## config.mk

```make
export PLATFORM = sky130hd
export DESIGN_NAME = chunked_add_seq
export DESIGN_NICKNAME = d
export VERILOG_FILES = /design/src/rtl/chunked_add_seq.sv
export SDC_FILE = /design/constraint.sdc
export NUM_CORES = 1
export LEC_CHECK = 0
export CAP_MARGIN = 20
export CORE_MARGIN = 5
export CORE_UTILIZATION = 47
export DETAILED_ROUTE_END_ITERATION = 6
export DONT_BUFFER_PORTS = 1
export GPL_TIMING_DRIVEN = 0
export PLACE_DENSITY = 0.67
export SYNTH_ARGS = -nofsm -noshare
export SYNTH_HDL_FRONTEND = slang
export SYNTH_SLANG_ARGS = --single-unit
```

## constraint.sdc

```tcl
create_clock -name clk -period 2.08 [get_ports clk]
set_input_delay 0.416 -clock clk [delete_from_list [all_inputs] [get_ports clk]]
set_output_delay 0.416 -clock clk [all_outputs]
set_load 0.01 [all_outputs]
```

## src/rtl/chunked_add_seq.sv

```systemverilog
// Multi-cycle wide adder: adds chunk_width bits per clock with a registered chunk carry.
// Optional subtract support (sub port, ~b with carry-in 1) is enabled by CHUNKED_ADD_SUB_EN.
//
// state | meaning
// IDLE  | waiting for req; out/carry_out hold the last result
// RUN   | adding one chunk per edge, lowest chunk first
module chunked_add_seq #(
    parameter int width       = 32,
    parameter int chunk_width = 8
) (
    input  logic             clk,
    input  logic             rst,
    input  logic             req,
    input  logic [width-1:0] a,
    input  logic [width-1:0] b,
`ifdef CHUNKED_ADD_SUB_EN
    input  logic             sub,
`endif
    output logic             busy,
    output logic             ack,
    output logic [width-1:0] out,
    output logic             carry_out
);

    localparam int num_chunks = width / chunk_width;
    localparam int cnt_w      = (num_chunks > 1) ? $clog2(num_chunks) : 1;
    localparam logic [cnt_w-1:0] last_cnt = cnt_w'(num_chunks - 1);

    typedef enum logic {IDLE, RUN} state_t;

    state_t             state_q, state_d;
    logic [cnt_w-1:0]   cnt_q;
    logic               carry_q;
    logic [width-1:0]   a_sh, b_sh;
    logic [chunk_width:0] sum;
    logic [width-1:0]   res_next;
    logic [width-1:0]   b_in;
    logic               cin;
    logic               accept;
    logic               last;

`ifdef CHUNKED_ADD_SUB_EN
    assign cin  = sub;
    assign b_in = sub ? ~b : b;
`else
    assign cin  = 1'b0;
    assign b_in = b;
`endif

    assign busy = (state_q == RUN);

    always_comb begin
        state_d = state_q;
        accept  = 1'b0;
        last    = 1'b0;
        case (state_q)
            IDLE: begin
                if (req) begin
                    accept  = 1'b1;
                    state_d = RUN;
                end
            end
            RUN: begin
                if (cnt_q == last_cnt) begin
                    last    = 1'b1;
                    state_d = IDLE;
                end
            end
            default: state_d = IDLE;
        endcase
    end

    always_comb begin
        sum = {1'b0, a_sh[chunk_width-1:0]} + {1'b0, b_sh[chunk_width-1:0]}
            + {{chunk_width{1'b0}}, carry_q};
    end

    // New chunk enters at the top; after num_chunks shifts chunk k sits at its final position.
    generate
        if (num_chunks == 1) begin : g_single
            assign res_next = sum[chunk_width-1:0];
        end else begin : g_multi
            logic [width-chunk_width-1:0] res_hi;
            assign res_next = {sum[chunk_width-1:0], res_hi};
            always_ff @(posedge clk or negedge rst) begin
                if (!rst) begin
                    res_hi <= '0;
                end else if (state_q == RUN) begin
                    res_hi <= res_next[width-1:chunk_width];
                end
            end
        end
    endgenerate

    always_ff @(posedge clk or negedge rst) begin
        if (!rst) begin
            state_q <= IDLE;
        end else begin
            state_q <= state_d;
        end
    end

    always_ff @(posedge clk or negedge rst) begin
        if (!rst) begin
            cnt_q     <= '0;
            carry_q   <= 1'b0;
            a_sh      <= '0;
            b_sh      <= '0;
            ack       <= 1'b0;
            out       <= '0;
            carry_out <= 1'b0;
        end else begin
            ack <= last;
            if (accept) begin
                a_sh    <= a;
                b_sh    <= b_in;
                carry_q <= cin;
                cnt_q   <= '0;
            end else if (state_q == RUN) begin
                a_sh    <= a_sh >> chunk_width;
                b_sh    <= b_sh >> chunk_width;
                carry_q <= sum[chunk_width];
                cnt_q   <= cnt_q + cnt_w'(1);
                if (last) begin
                    out       <= res_next;
                    carry_out <= sum[chunk_width];
                end
            end
        end
    end

endmodule

```

# After elaboration in Yosys (flattened, before gate mapping)
# Index checks and enable logic that the tools add are counted.
[totals] wordCells=31 ff_bits=126 input_bits=67 out_inout_bits=35
[op_classes] n_mux=14 n_eq_ne=1 bitwise=2 add_sub_neg=3 n_reduce_logical=2
[ops] op="$mux W32" count=4
[ops] op="$add A8 B8 Y9" count=1
[ops] op="$add A9 B1 Y9" count=1
[ops] op="$mux W1" count=7
[ops] op="$mux W2" count=2
[ops] op="$reduce_and A3 Y1" count=1
[ops] op="$add A2 B1 Y2 const B" count=1
[ops] op="$eq A2 B2 Y1 const B" count=1
[ops] op="$not A1 Y1" count=2
[ops] op="$pmux W1 S2" count=1
[ops] op="$reduce_bool A2 Y1" count=1

# Depth between registers and ports, before layout
# Gate-level depths: netlist of run 1.
[logic_depth] word_depth=4 mapped_depth=6 ltp_nobuf=6

# Worst setup path after synthesis of run 1
# Ideal clock, no wire load.
[synth_timing] path_kind="register to register" startpoint="register carry_q" endpoint="register g_multi.res_hi[22]" setup_ns=0.125 t_required_ns=1.955 path_slack_ns=-0.012 path_buffers=0 path_stages_with_launch=7 synth_period_minus_slack_ns=2.092 arrival_time_ns=1.968 path_cell_list="dfrtp_1 > fa_1 > fa_1 > a21oi_1 > o211ai_1 > xor2_1 > mux2_2"
[synth_via] elab_chain_cells=1
[synth_lines] item="from (decl)" line_no="33" source="logic carry_q;"
[synth_lines] item="from (signal assigned)" line_no="117" source="carry_q <= cin;"
[synth_lines] item="from (signal assigned)" line_no="122" source="carry_q <= sum[chunk_width];"
[synth_lines] item="$add A9 B1 Y9" line_no="75" source="+ {{chunk_width{1'b0}}, carry_q};"
[synth_lines] item="to (signal assigned)" line_no="89" source="res_hi <= res_next[width-1:chunk_width];"
[synth_lines] item="to (decl)" line_no="83" source="logic [width-chunk_width-1:0] res_hi;"
# No other way between the ends.
# A chain may end at the register's enable or synchronous reset.

# Worst setup path after layout of run 1
[layout_timing] startpoint="register carry_q" endpoint="register out[30]"
[layout_via] elab_chain_cells=1
[layout_lines] item="$add A9 B1 Y9" line_no="75"
[layout_lines] item="to (signal assigned)" line_no="125" source="out <= res_next;"
[layout_lines] item="to (decl)" line_no="21" source="output logic [width-1:0] out,"
# No other way between the ends.

==> results of run 1 <==
==> cells in the final DEF (no fill, tap or decap), drive strengths merged, types with 5 or more instances in the layout <==
cell type and instances:
nor2 19, clkbuf 28, nand2 56, buf 24
dfrtp 126, ha 8, nand3 5, mux2 50
o21ai 52, mux2i 66, a21oi 7
==> critical path, cell delays in order, from the launching register on <==
cell and delay [ns]:
sky130_fd_sc_hd__dfrtp_1 0.40, sky130_fd_sc_hd__fa_2 0.41, sky130_fd_sc_hd__fa_2 0.38, sky130_fd_sc_hd__a21oi_4 0.16, sky130_fd_sc_hd__o211ai_1 0.14, sky130_fd_sc_hd__xor2_1 0.19, sky130_fd_sc_hd__mux2_4 0.28
==> logic make-up (layout without fill, tap and decap cells) <==
family                     after synthesis  after routing  share of synthesized area [%]
muxes                                  116            116                           22.3
adders and majority gates               10             10                           2.55
buffers and inverters                   31             62                           3.10
and+or+nand+nor                         88             88                           6.58
xor gates and xnor gates                 4              4                          0.638
AOI/OAI and AO/OA                       71             71                           7.45
DFF                                    126            126                           57.4
==> flip-flops by register name (all words and copies together) (netlist names) <==
signal,cells
a_sh,32
ack,1
b_sh,32
busy,1
carry_out,1
carry_q,1
cnt_q,2
g_multi.res_hi,24
out,32
==> metrics by stage <==
step | setup WS, ns | util (%) | total power, W | area [µm²] | instances
after global routing | -0.0436 | 55.0 | 0.0105 | 6280 | 620
final | 0.00271 | 55.0 | 0.00988 | 6280 | 620
after floorplan | 0.00123 | - | 0.00632 | 5500 | 446
after CTS | -0.000459 | 54.8 | 0.00994 | 6260 | 620
after detailed placement | -0.205 | 49.7 | 0.00712 | 5680 | 589
after global placement | -0.127 | 49.7 | 0.00696 | 5680 | 589
==> Yosys cell counts <==
| master | instances | share of area [%] |
|---|---|---|
| sky130_fd_sc_hd__nor2b_1 | 2 | 0.23 |
| sky130_fd_sc_hd__o2111ai_1 | 2 | 0.32 |
| sky130_fd_sc_hd__inv_1 | 3 | 0.20 |
| sky130_fd_sc_hd__a21oi_2 | 1 | 0.16 |
| sky130_fd_sc_hd__mux2i_1 | 66 | 12 |
| sky130_fd_sc_hd__buf_2 | 10 | 0.91 |
| sky130_fd_sc_hd__fa_1 | 2 | 0.73 |
| sky130_fd_sc_hd__nand3_1 | 5 | 0.46 |
| sky130_fd_sc_hd__nand2_1 | 55 | 3.8 |
| sky130_fd_sc_hd__xor2_1 | 2 | 0.32 |
| sky130_fd_sc_hd__buf_6 | 3 | 0.61 |
| sky130_fd_sc_hd__nor4_1 | 2 | 0.23 |
| sky130_fd_sc_hd__o41a_1 | 1 | 0.20 |
| sky130_fd_sc_hd__dfrtp_1 | 126 | 57 |
| sky130_fd_sc_hd__buf_4 | 5 | 0.68 |
| sky130_fd_sc_hd__o21ai_0 | 52 | 4.7 |
| sky130_fd_sc_hd__ha_1 | 8 | 1.8 |
| sky130_fd_sc_hd__a22oi_1 | 1 | 0.14 |
| sky130_fd_sc_hd__inv_2 | 1 | 0.068 |
| sky130_fd_sc_hd__a22o_1 | 1 | 0.16 |
| sky130_fd_sc_hd__or4_1 | 2 | 0.27 |
| sky130_fd_sc_hd__mux2_1 | 1 | 0.20 |
| sky130_fd_sc_hd__nand2_2 | 1 | 0.11 |
| sky130_fd_sc_hd__buf_1 | 4 | 0.27 |
| sky130_fd_sc_hd__nor2_1 | 19 | 1.3 |
| sky130_fd_sc_hd__o211ai_1 | 1 | 0.14 |
| sky130_fd_sc_hd__a211oi_1 | 1 | 0.14 |
| sky130_fd_sc_hd__o31ai_1 | 2 | 0.27 |
| sky130_fd_sc_hd__xnor2_1 | 2 | 0.32 |
| sky130_fd_sc_hd__a21oi_4 | 1 | 0.30 |
| sky130_fd_sc_hd__clkbuf_1 | 5 | 0.34 |
| sky130_fd_sc_hd__nand4_1 | 1 | 0.11 |
| sky130_fd_sc_hd__a21boi_0 | 1 | 0.14 |
| sky130_fd_sc_hd__nand2b_1 | 1 | 0.11 |
| sky130_fd_sc_hd__o21bai_1 | 1 | 0.14 |
| sky130_fd_sc_hd__o31a_1 | 1 | 0.16 |
| sky130_fd_sc_hd__a21oi_1 | 5 | 0.46 |
| sky130_fd_sc_hd__mux2_2 | 49 | 10 |
==> final cells by class <==
type	instances	area, µm²	share of cell area (%)
plain buffers	27	155	2.47
clock buffers	23	498	7.93
clock inverters	6	60.1	0.957
inverters	4	15.0	0.239
multi-input cells	289	2200	35.1
flip-flops and latches	126	3150	50.2
well taps	143	179	2.85
repair buffers	2	15.0	0.239
==> final timing paths <==
path	cells after the start	slack [ns]	from	endpoint
worst max register to register	6	0.003	carry_q	out[30]
worst min register to register	2	0.48	a_sh[8]	a_sh[0]
worst max-delay path	6	0.003	carry_q	out[30]
max in group asynchronous	0	2.16	rst	a_sh[14]
worst min-delay path	0	-0.30	rst	g_multi.res_hi[14]
min in group clk	2	0.17	a[28]	a_sh[28]
==> metal layers <==
metal | vias up | wire length, µm
li1 | 1607 | -
met2 | 88 | 5640
met1 | 1660 | 4730
met4 | 0 | 226
met3 | 15 | 982
met5 | - | 0
==> timing repair <==
action,CTS,global route
gates resized for setup,4,4
hold endpoints to repair,126,126
cloned,0,0
setup buffers,2,0
pin swaps,2,0
setup endpoints to repair,6,6
==> power by group through the flow <==
stage,clock network [W],logic [W],registers [W]
final,0.00275,0.00286,0.00428
after detailed placement,0,0.00278,0.00434
after global placement,0,0.00266,0.00431
after global routing,0.00291,0.00319,0.00442
after CTS,0.00280,0.00284,0.00431
after floorplan,0,0.00226,0.00406
==> flow_results.xml, run 1 <==
<?xml version="1.0" encoding="UTF-8"?>
<metrics>
  <group name="status">
    <metric name="status" unit="">finished with violations</metric>
    <metric name="violations" unit="">negative hold slack</metric>
  </group>
  <group name="worst_setup_path">
    <metric name="critical_path_class" unit="">reg2reg</metric>
    <metric name="worstSetupStartpointType" unit="">flip-flop</metric>
    <metric name="cp-end-kind" unit="">flip-flop</metric>
    <metric name="timing.critical_path.arrival" unit="ns">2.36</metric>
    <metric name="timing.critical_path.required" unit="ns">2.37</metric>
    <metric name="crit_path_max_fanout" unit="">2</metric>
  </group>
  <group name="timing">
    <metric name="worst_tran_pin_value" unit="ns">0.518</metric>
    <metric name="period_share" unit="%">99.9</metric>
    <metric name="final_max_slew_viol_count" unit="">0</metric>
    <metric name="setup_viol" unit="">0</metric>
    <metric name="final_period_minus_worst_setup_slack" unit="ns">2.08</metric>
    <metric name="setup-tns-final" unit="ns">0</metric>
    <metric name="slew_margin_rel" unit="%">65.1</metric>
    <metric name="worst_hold_slack" unit="ns">-0.296</metric>
    <metric name="rsz0062_at_grt" unit="">yes</metric>
    <metric name="hold_viol_final" unit="">126</metric>
    <metric name="fmaxAchievable" unit="MHz">481</metric>
    <metric name="clock_skew" unit="ns">0.00882</metric>
  </group>
  <group name="routing">
    <metric name="drt_drc_violations_left" unit="">0</metric>
    <metric name="antenna_left" unit="">0</metric>
    <metric name="post_drt_wl_per_cell" unit="µm">18.7</metric>
    <metric name="drt_pre_antenna_iters" unit="">4</metric>
    <metric name="via_count" unit="">3370</metric>
    <metric name="drt_iter0_drc" unit="">145</metric>
    <metric name="wirelength" unit="µm">11600</metric>
    <metric name="avgViaCountPerCell" unit="">5.44</metric>
  </group>
  <group name="clock_network">
    <metric name="clock_insertion_delay_worst_skew" unit="ns">0.41</metric>
    <metric name="cts.sink_count" unit="">126</metric>
    <metric name="ctsHtreeMaxLevel" unit="">4</metric>
    <metric name="tritoncts.num_buffers" unit="">17</metric>
    <metric name="clk_pin_slew" unit="ns">0.05</metric>
    <metric name="clockRootBuffer" unit="">sky130_fd_sc_hd__clkbuf_16</metric>
    <metric name="cts_tree" unit="">yes</metric>
    <metric name="clock_path_buffers" unit="">2</metric>
  </group>
  <group name="synthesis">
    <metric name="synth_area" unit="µm²">5490</metric>
    <metric name="post_synth_num_cell_types" unit="">38</metric>
    <metric name="seq_area_frac_synth" unit="%">57.4</metric>
    <metric name="syn_inst" unit="">446</metric>
    <metric name="synth-warning-count" unit="">0</metric>
    <metric name="syn-num-nets" unit="">523</metric>
    <metric name="seq_cells_post_synth" unit="">126</metric>
    <metric name="synthesis.area_per_instance" unit="µm²">12.3</metric>
  </group>
  <group name="power_and_ir_drop">
    <metric name="worst_ir_drop_vdd" unit="mV">1.04</metric>
    <metric name="cellPowerDensity" unit="nW/µm²">1570</metric>
    <metric name="internal_power" unit="W">0.00664</metric>
    <metric name="power.sequential.fraction" unit="%">43.3</metric>
    <metric name="total_switching_power" unit="W">0.00324</metric>
    <metric name="cellLeakagePower" unit="nW">2.96</metric>
    <metric name="p_clk_share" unit="%">27.9</metric>
    <metric name="switching_share" unit="%">32.8</metric>
    <metric name="power.combinational.fraction" unit="%">28.9</metric>
  </group>
  <group name="placed_design">
    <metric name="gp_congestion" unit="">0.845</metric>
    <metric name="numPortBuffers" unit="">0</metric>
    <metric name="place.detailed.hpwl" unit="µm">8400</metric>
  </group>
  <group name="grt">
    <metric name="met3_usage" unit="%">8.12</metric>
    <metric name="first_global_vias" unit="">3547</metric>
    <metric name="antenna_violations_before_repair" unit="">0</metric>
    <metric name="grt_pass1_wl" unit="µm">18800</metric>
    <metric name="gr-max-usage-layer" unit="">met2</metric>
    <metric name="grt_max_degree" unit="">127</metric>
    <metric name="grt_use_met2" unit="%">27.2</metric>
    <metric name="total_global_routing_overflow" unit="">0</metric>
    <metric name="grt_usage" unit="%">17.1</metric>
    <metric name="grt_util_met1" unit="%">20.1</metric>
  </group>
  <group name="floorplan">
    <metric name="die_h" unit="µm">118</metric>
    <metric name="core" unit="µm²">11400</metric>
    <metric name="initial_utilization" unit="%">48.1</metric>
    <metric name="boundaryPins" unit="">102</metric>
    <metric name="placementRows" unit="">39</metric>
    <metric name="dieWidth" unit="µm">118</metric>
    <metric name="die-area" unit="µm²">13900</metric>
  </group>
  <group name="final_layout">
    <metric name="count_of_nets_after_finishing" unit="">544</metric>
    <metric name="fillerInstances" unit="">1005</metric>
    <metric name="area_delta_synth_final" unit="%">14.3</metric>
    <metric name="drive_above_1_share" unit="%">22.0</metric>
    <metric name="diode_count" unit="">0</metric>
  </group>
  <group name="run">
    <metric name="maxCapViolations" unit="">0</metric>
  </group>
  <group name="worst_hold_path">
    <metric name="holdCritPathClass" unit="">in2async</metric>
  </group>
</metrics>
No activity file was read; power rests on OpenSTA's default activity.
==> run 2, diff against run 1 <==
GPL_TIMING_DRIVEN = default   (was 0)
REMOVE_ABC_BUFFERS = 1   (was default)
==> run 2 against run 1 <==
The flow still finishes with violations (negative hold slack). Non-clock buffer count down 20. Largest power group unchanged. Clock power up 19%. Global-route usage down 1.4 points. Combinational power down 6%. Utilization up 0.18 points. First-iteration DRC count up 1.4%. Critical endpoint is now g_multi.res_hi[22]. Power up 3.4%. Sequential power about the same. Worst setup slack better by 0.033 ns. Clock skew down 0.0027 ns. Final cell count down 2.7%.
==> flow_results.xml, run 2 (synthesized netlist as in run 1, its figures left out) <==
<?xml version="1.0" encoding="UTF-8"?>
<metrics>
  <group name="timing">
    <metric name="final_period_minus_worst_setup_slack" unit="ns">2.04</metric>
    <metric name="rsz0062_at_grt" unit="">yes</metric>
    <metric name="setup_viol" unit="">0</metric>
    <metric name="worst_tran_pin_value" unit="ns">0.448</metric>
    <metric name="setup-tns-final" unit="ns">0</metric>
    <metric name="setup_ws" unit="ns">0.0358</metric>
    <metric name="final_max_slew_viol_count" unit="">0</metric>
    <metric name="period_share" unit="%">98.3</metric>
    <metric name="worst_hold_slack" unit="ns">-0.295</metric>
    <metric name="clock_skew" unit="ns">0.00608</metric>
    <metric name="fmaxAchievable" unit="MHz">489</metric>
    <metric name="slew_margin_rel" unit="%">70.1</metric>
    <metric name="hold_viol_final" unit="">126</metric>
  </group>
  <group name="floorplan">
    <metric name="die_h" unit="µm">118</metric>
    <metric name="die-area" unit="µm²">13900</metric>
    <metric name="initial_utilization" unit="%">48.1</metric>
    <metric name="placementRows" unit="">39</metric>
    <metric name="dieWidth" unit="µm">118</metric>
    <metric name="boundaryPins" unit="">102</metric>
    <metric name="core" unit="µm²">11400</metric>
  </group>
  <group name="final_layout">
    <metric name="drive_above_1_share" unit="%">21.1</metric>
    <metric name="fillerInstances" unit="">983</metric>
    <metric name="area_delta_synth_final" unit="%">14.6</metric>
    <metric name="final_common_cell" unit="">sky130_fd_sc_hd__dfrtp_1</metric>
    <metric name="diode_count" unit="">0</metric>
    <metric name="mostFrequentLayoutCells" unit="">sky130_fd_sc_hd__dfrtp_1, sky130_fd_sc_hd__mux2i_1, sky130_fd_sc_hd__nand2_1</metric>
    <metric name="largest_registers" unit="">a_sh (32), b_sh (32), out (32)</metric>
    <metric name="count_of_nets_after_finishing" unit="">524</metric>
  </group>
  <group name="worst_setup_path">
    <metric name="timing.critical_path.arrival" unit="ns">2.34</metric>
    <metric name="startpoint" unit="">carry_q</metric>
    <metric name="cp_slowest_stage_delay" unit="ns">0.42</metric>
    <metric name="crit_path_max_fanout" unit="">2</metric>
    <metric name="most_prevalent_standard_cell_on_the_critical_path" unit="">sky130_fd_sc_hd__fa_2</metric>
    <metric name="worstPathCellList" unit="">fa_2 &gt; fa_2 &gt; a21oi_2 &gt; o211ai_1 &gt; xor2_1 &gt; mux2_4</metric>
    <metric name="worstSetupStartpointType" unit="">flip-flop</metric>
    <metric name="timing.critical_path.required" unit="ns">2.37</metric>
    <metric name="critical_path_class" unit="">reg2reg</metric>
    <metric name="cp_num_buf_inv" unit="">0</metric>
    <metric name="worst_path_dominant_cell_family" unit="">adder cells</metric>
    <metric name="cp-end-kind" unit="">flip-flop</metric>
    <metric name="r2r_start" unit="">carry_q</metric>
    <metric name="timing.critical_path.slowest_stage_cell" unit="">sky130_fd_sc_hd__fa_2</metric>
  </group>
  <group name="routing">
    <metric name="drt_drc_violations_left" unit="">0</metric>
    <metric name="drt_pre_antenna_iters" unit="">4</metric>
    <metric name="post_drt_wl_per_cell" unit="µm">17.1</metric>
    <metric name="wirelength" unit="µm">10300</metric>
    <metric name="avgViaCountPerCell" unit="">5.36</metric>
    <metric name="drt_iter0_drc" unit="">147</metric>
    <metric name="antenna_left" unit="">0</metric>
    <metric name="via_count" unit="">3232</metric>
  </group>
  <group name="power_and_ir_drop">
    <metric name="cellPowerDensity" unit="nW/µm²">1620</metric>
    <metric name="cellLeakagePower" unit="nW">2.96</metric>
    <metric name="worst_ir_drop_vdd" unit="mV">0.884</metric>
  </group>
  <group name="clock_network">
    <metric name="cts_tree" unit="">yes</metric>
    <metric name="clock_insertion_delay_worst_skew" unit="ns">0.41</metric>
    <metric name="clock_path_buffers" unit="">2</metric>
    <metric name="clk_pin_slew" unit="ns">0.05</metric>
    <metric name="cts.sink_count" unit="">126</metric>
    <metric name="tritoncts.num_buffers" unit="">17</metric>
    <metric name="clockRootBuffer" unit="">sky130_fd_sc_hd__clkbuf_16</metric>
    <metric name="ctsHtreeMaxLevel" unit="">4</metric>
  </group>
  <group name="grt">
    <metric name="first_global_vias" unit="">3408</metric>
    <metric name="antenna_violations_before_repair" unit="">0</metric>
    <metric name="grt_pass1_wl" unit="µm">17700</metric>
    <metric name="grt_max_degree" unit="">127</metric>
    <metric name="total_global_routing_overflow" unit="">0</metric>
    <metric name="grt_usage" unit="%">15.7</metric>
  </group>
  <group name="placed_design">
    <metric name="place.detailed.hpwl" unit="µm">6670</metric>
    <metric name="placement.setup.worst_slack" unit="ns">-0.167</metric>
    <metric name="numPortBuffers" unit="">0</metric>
    <metric name="gp_congestion" unit="">0.886</metric>
  </group>
  <group name="worst_hold_path">
    <metric name="holdCritPathClass" unit="">in2async</metric>
  </group>
  <group name="status">
    <metric name="status" unit="">finished with violations</metric>
    <metric name="violations" unit="">negative hold slack</metric>
  </group>
  <group name="run">
    <metric name="maxCapViolations" unit="">0</metric>
  </group>
</metrics>
==> run 2: final cells by class <==
class | instances | area (µm²) | share of cell area [%]
well taps | 143 | 179 | 2.84
clock inverters | 10 | 183 | 2.90
inverters | 4 | 15.0 | 0.238
flip-flops and latches | 126 | 3160 | 50.1
clock buffers | 22 | 484 | 7.69
multi-input cells | 289 | 2190 | 34.7
repair buffers | 9 | 92.6 | 1.47
==> run 2: worst paths after layout <==
path / to / slack [ns] / depth (start not counted)
max: g_multi.res_hi[22] / 0.04 / 6
max reg2reg: g_multi.res_hi[22] / 0.04 / 6
max in group asynchronous: a_sh[15] / 2.16 / 0
min in group clk: a_sh[26] / 0.16 / 2
min: out[10] / -0.29 / 0
min reg2reg: b_sh[13] / 0.48 / 2
==> run 2: power breakdown <==
group | switching (W) | internal [W] | leakage, nW | total [W]
sequential | 0.000796 | 0.00346 | 1.63 | 0.00426
combinational | 0.00130 | 0.00139 | 1.01 | 0.00269
clock | 0.00102 | 0.00225 | 0.318 | 0.00327
total | 0.00312 | 0.00710 | 2.96 | 0.0102
==> run 2: stage by stage <==
stage / total power (W) / cells / utilization [%] / hold slack, ns / instance area (µm²)
2_1_floorplan: 0.00618 / 419 / - / 0.120 / 5340
6_report: 0.0102 / 603 / 55.1 / -0.295 / 6300
5_1_grt: 0.0110 / 603 / 55.1 / -0.322 / 6300
3_5_place_dp: 0.00698 / 569 / 49.0 / 0.123 / 5600
4_1_cts: 0.0103 / 601 / 54.9 / -0.318 / 6270
3_3_place_gp: 0.00681 / 569 / 49.0 / 0.124 / 5600
==> run 2: metal layers <==
metal | vias up | global-route usage [%] | routed length, µm
met5 | - | 0 | 0
met4 | 0 | 6.24 | 193
met3 | 19 | 8.22 | 1000
met2 | 84 | 22.0 | 4590
met1 | 1560 | 20.5 | 4550
li1 | 1569 | - | -
==> run 2: worst register-to-register path: cells and delay by family (launching register included) <==
kind | cells | cell delay, ns
mux | 1 | 0.27
compound gates | 2 | 0.30
xor+xnor | 1 | 0.19
flops | 1 | 0.40
fa+ha+maj | 2 | 0.78
==> run 2: repair_timing <==
action                                  CTS  global route
resized for setup                         3             2
endpoints found under the hold margin   126           126
pin swaps                                 1             1
endpoints found under the setup margin    6             2
setup buffers                             0             2
==> run 3, diff against run 2 <==
CORE_ASPECT_RATIO = 0.6   (was default)
CORE_MARGIN = 2   (was 5)
SLEW_MARGIN = 25   (was default)
==> run 3 against run 2 <==
The flow still finishes with violations (negative hold slack). Non-clock buffer count increased by 1. Sequential share of layout area increased by 0.35 points. Sequential power hardly changed.
==> flow_results.xml, run 3 (synthesized netlist as in run 1, its figures left out) <==
<?xml version="1.0" encoding="UTF-8"?>
<metrics>
  <group name="timing">
    <metric name="worst_hold_slack" unit="ns">-0.305</metric>
    <metric name="final_max_slew_viol_count" unit="">0</metric>
    <metric name="hold_viol_final" unit="">126</metric>
    <metric name="period_share" unit="%">99.7</metric>
    <metric name="slew_margin_rel" unit="%">70.9</metric>
    <metric name="setup_viol" unit="">0</metric>
    <metric name="rsz0062_at_grt" unit="">yes</metric>
    <metric name="final_period_minus_worst_setup_slack" unit="ns">2.07</metric>
    <metric name="worst_tran_pin_value" unit="ns">0.437</metric>
    <metric name="setup-tns-final" unit="ns">0</metric>
    <metric name="clock_skew" unit="ns">0.00705</metric>
    <metric name="fmaxAchievable" unit="MHz">482</metric>
  </group>
  <group name="worst_setup_path">
    <metric name="worstSetupStartpointType" unit="">flip-flop</metric>
    <metric name="r2r_start" unit="">b_sh[0]</metric>
    <metric name="critical_path.reg2reg.endpoint" unit="">g_multi.res_hi[22]</metric>
    <metric name="timing.critical_path.required" unit="ns">2.37</metric>
    <metric name="worst_r2r_path_depth" unit="">6</metric>
    <metric name="timing.critical_path.arrival" unit="ns">2.36</metric>
    <metric name="worstPathCellList" unit="">fa_2 &gt; fa_2 &gt; a21oi_2 &gt; o211ai_1 &gt; xor2_1 &gt; mux2_4</metric>
    <metric name="most_prevalent_standard_cell_on_the_critical_path" unit="">sky130_fd_sc_hd__fa_2</metric>
    <metric name="timing.critical_path.slowest_stage_cell" unit="">sky130_fd_sc_hd__fa_2</metric>
    <metric name="cp_slowest_stage_delay" unit="ns">0.42</metric>
    <metric name="cp-end-kind" unit="">flip-flop</metric>
    <metric name="timing.reg2reg.setup_slack" unit="ns">0.007</metric>
    <metric name="crit_path_max_fanout" unit="">2</metric>
    <metric name="critical_path_class" unit="">reg2reg</metric>
    <metric name="startpoint" unit="">b_sh[0]</metric>
    <metric name="crit_path_end" unit="">g_multi.res_hi[22]</metric>
  </group>
  <group name="final_layout">
    <metric name="layout.cell_area.non_filler" unit="µm²">6250</metric>
    <metric name="sequential_cell_area" unit="µm²">3160</metric>
    <metric name="drive_above_1_share" unit="%">21.5</metric>
    <metric name="largest_registers" unit="">a_sh (32), b_sh (32), out (32)</metric>
    <metric name="fin_util" unit="%">55.2</metric>
    <metric name="count_of_nets_after_finishing" unit="">525</metric>
    <metric name="fillerInstances" unit="">969</metric>
    <metric name="final_common_cell" unit="">sky130_fd_sc_hd__dfrtp_1</metric>
    <metric name="diode_count" unit="">0</metric>
    <metric name="area_used_by_multi_input_combinational_logic" unit="µm²">2190</metric>
    <metric name="final_cell_count_no_fill" unit="">621</metric>
    <metric name="mostFrequentLayoutCells" unit="">sky130_fd_sc_hd__dfrtp_1, sky130_fd_sc_hd__mux2i_1, sky130_fd_sc_hd__nand2_1</metric>
    <metric name="area_delta_synth_final" unit="%">13.8</metric>
  </group>
  <group name="power_and_ir_drop">
    <metric name="p_clk_share" unit="%">29.9</metric>
    <metric name="switching_share" unit="%">32.5</metric>
    <metric name="worst_ir_drop_vdd" unit="mV">0.670</metric>
    <metric name="power.sequential.fraction" unit="%">42.5</metric>
    <metric name="total_switching_power" unit="W">0.00326</metric>
    <metric name="cellLeakagePower" unit="nW">2.93</metric>
    <metric name="power.combinational.fraction" unit="%">27.5</metric>
    <metric name="cellPowerDensity" unit="nW/µm²">1610</metric>
    <metric name="internal_power" unit="W">0.00678</metric>
  </group>
  <group name="floorplan">
    <metric name="initial_utilization" unit="%">48.5</metric>
    <metric name="dieWidth" unit="µm">144</metric>
    <metric name="die_h" unit="µm">87.7</metric>
    <metric name="placementRows" unit="">30</metric>
    <metric name="core" unit="µm²">11300</metric>
    <metric name="boundaryPins" unit="">102</metric>
    <metric name="die-area" unit="µm²">12600</metric>
  </group>
  <group name="placed_design">
    <metric name="numPortBuffers" unit="">0</metric>
    <metric name="place.detailed.hpwl" unit="µm">6860</metric>
    <metric name="dpl-instance-area" unit="µm²">5610</metric>
    <metric name="numPlacedInstances" unit="">586</metric>
    <metric name="gp_congestion" unit="">0.822</metric>
  </group>
  <group name="clock_network">
    <metric name="tritoncts.num_buffers" unit="">17</metric>
    <metric name="clk_pin_slew" unit="ns">0.06</metric>
    <metric name="cts_tree" unit="">yes</metric>
    <metric name="clockRootBuffer" unit="">sky130_fd_sc_hd__clkbuf_16</metric>
    <metric name="clock_insertion_delay_worst_skew" unit="ns">0.41</metric>
    <metric name="clock_path_buffers" unit="">2</metric>
    <metric name="ctsHtreeMaxLevel" unit="">4</metric>
    <metric name="cts.sink_count" unit="">126</metric>
  </group>
  <group name="routing">
    <metric name="post_drt_wl_per_cell" unit="µm">17.1</metric>
    <metric name="via_count" unit="">3295</metric>
    <metric name="drt_pre_antenna_iters" unit="">4</metric>
    <metric name="wirelength" unit="µm">10600</metric>
    <metric name="drt_iter0_drc" unit="">133</metric>
    <metric name="antenna_left" unit="">0</metric>
    <metric name="drt_drc_violations_left" unit="">0</metric>
    <metric name="avgViaCountPerCell" unit="">5.31</metric>
  </group>
  <group name="worst_hold_path">
    <metric name="holdCritPathClass" unit="">in2async</metric>
  </group>
  <group name="status">
    <metric name="status" unit="">finished with violations</metric>
    <metric name="violations" unit="">negative hold slack</metric>
  </group>
  <group name="grt">
    <metric name="first_global_vias" unit="">3265</metric>
    <metric name="antenna_violations_before_repair" unit="">0</metric>
    <metric name="grt_max_degree" unit="">127</metric>
    <metric name="grt_pass1_wl" unit="µm">17200</metric>
    <metric name="total_global_routing_overflow" unit="">0</metric>
    <metric name="grt_usage" unit="%">18.1</metric>
  </group>
  <group name="run">
    <metric name="maxCapViolations" unit="">0</metric>
  </group>
</metrics>
## run 3: power groups by stage
stage          combinational [W]  sequential, W  clock, W
2_1_floorplan            0.00193        0.00425         0
3_3_place_gp             0.00256        0.00427         0
3_5_place_dp             0.00268        0.00432         0
4_1_cts                  0.00272        0.00429   0.00308
5_1_grt                  0.00311        0.00443   0.00318
6_report                 0.00276        0.00427   0.00300
## run 3: critical path: cells and delay by family, from the launching register on
kind,cells,cell delay (ns)
muxes,1,0.28
AOI/OAI and AO/OA,2,0.28
xor gates and xnor gates,1,0.19
DFF,1,0.40
adders and majority gates,2,0.81
## run 3: worst min path at each step
stage | endpoint | cells after the start
floorplan | a_sh[0] | 0
global placement | a_sh[21] | 0
detailed placement | a_sh[29] | 0
CTS | a_sh[29] | 0
global route | a_sh[21] | 0
finish | a_sh[20] | 0
## run 3: repair_timing
action / 4_1_cts / 5_1_grt
pin swaps: 0 / 4
gates resized for setup: 3 / 2
setup buffers: 0 / 3
endpoints found under the setup margin: 4 / 2
hold endpoints to repair: 126 / 126
## run 3: per-layer routing
layer | track usage, % | up-vias | share of wire (%)
li1 | - | 1578 | -
met1 | 23.8 | 1619 | 46
met3 | 9.73 | 10 | 10
met5 | 0 | - | 0
met2 | 25.6 | 88 | 43
met4 | 6.24 | 0 | 0.79
## run 3: final cells by class
type	count	share of cell area [%]
repair buffers	10	1.40
flip-flops and latches	126	50.5
multi-input cells	289	35.0
clock inverters	14	2.68
inverters	4	0.240
clock buffers	18	7.02
well taps	160	3.20
## run 3: stage by stage
stage	setup slack (ns)	hold slack, ns	total power, W
global route	-0.0691	-0.332	0.0107
detailed placement	-0.137	0.124	0.00700
global placement	-0.0893	0.124	0.00683
CTS	0.00122	-0.327	0.0101
floorplan	-1.79	0.120	0.00618
finish	0.00668	-0.305	0.0100
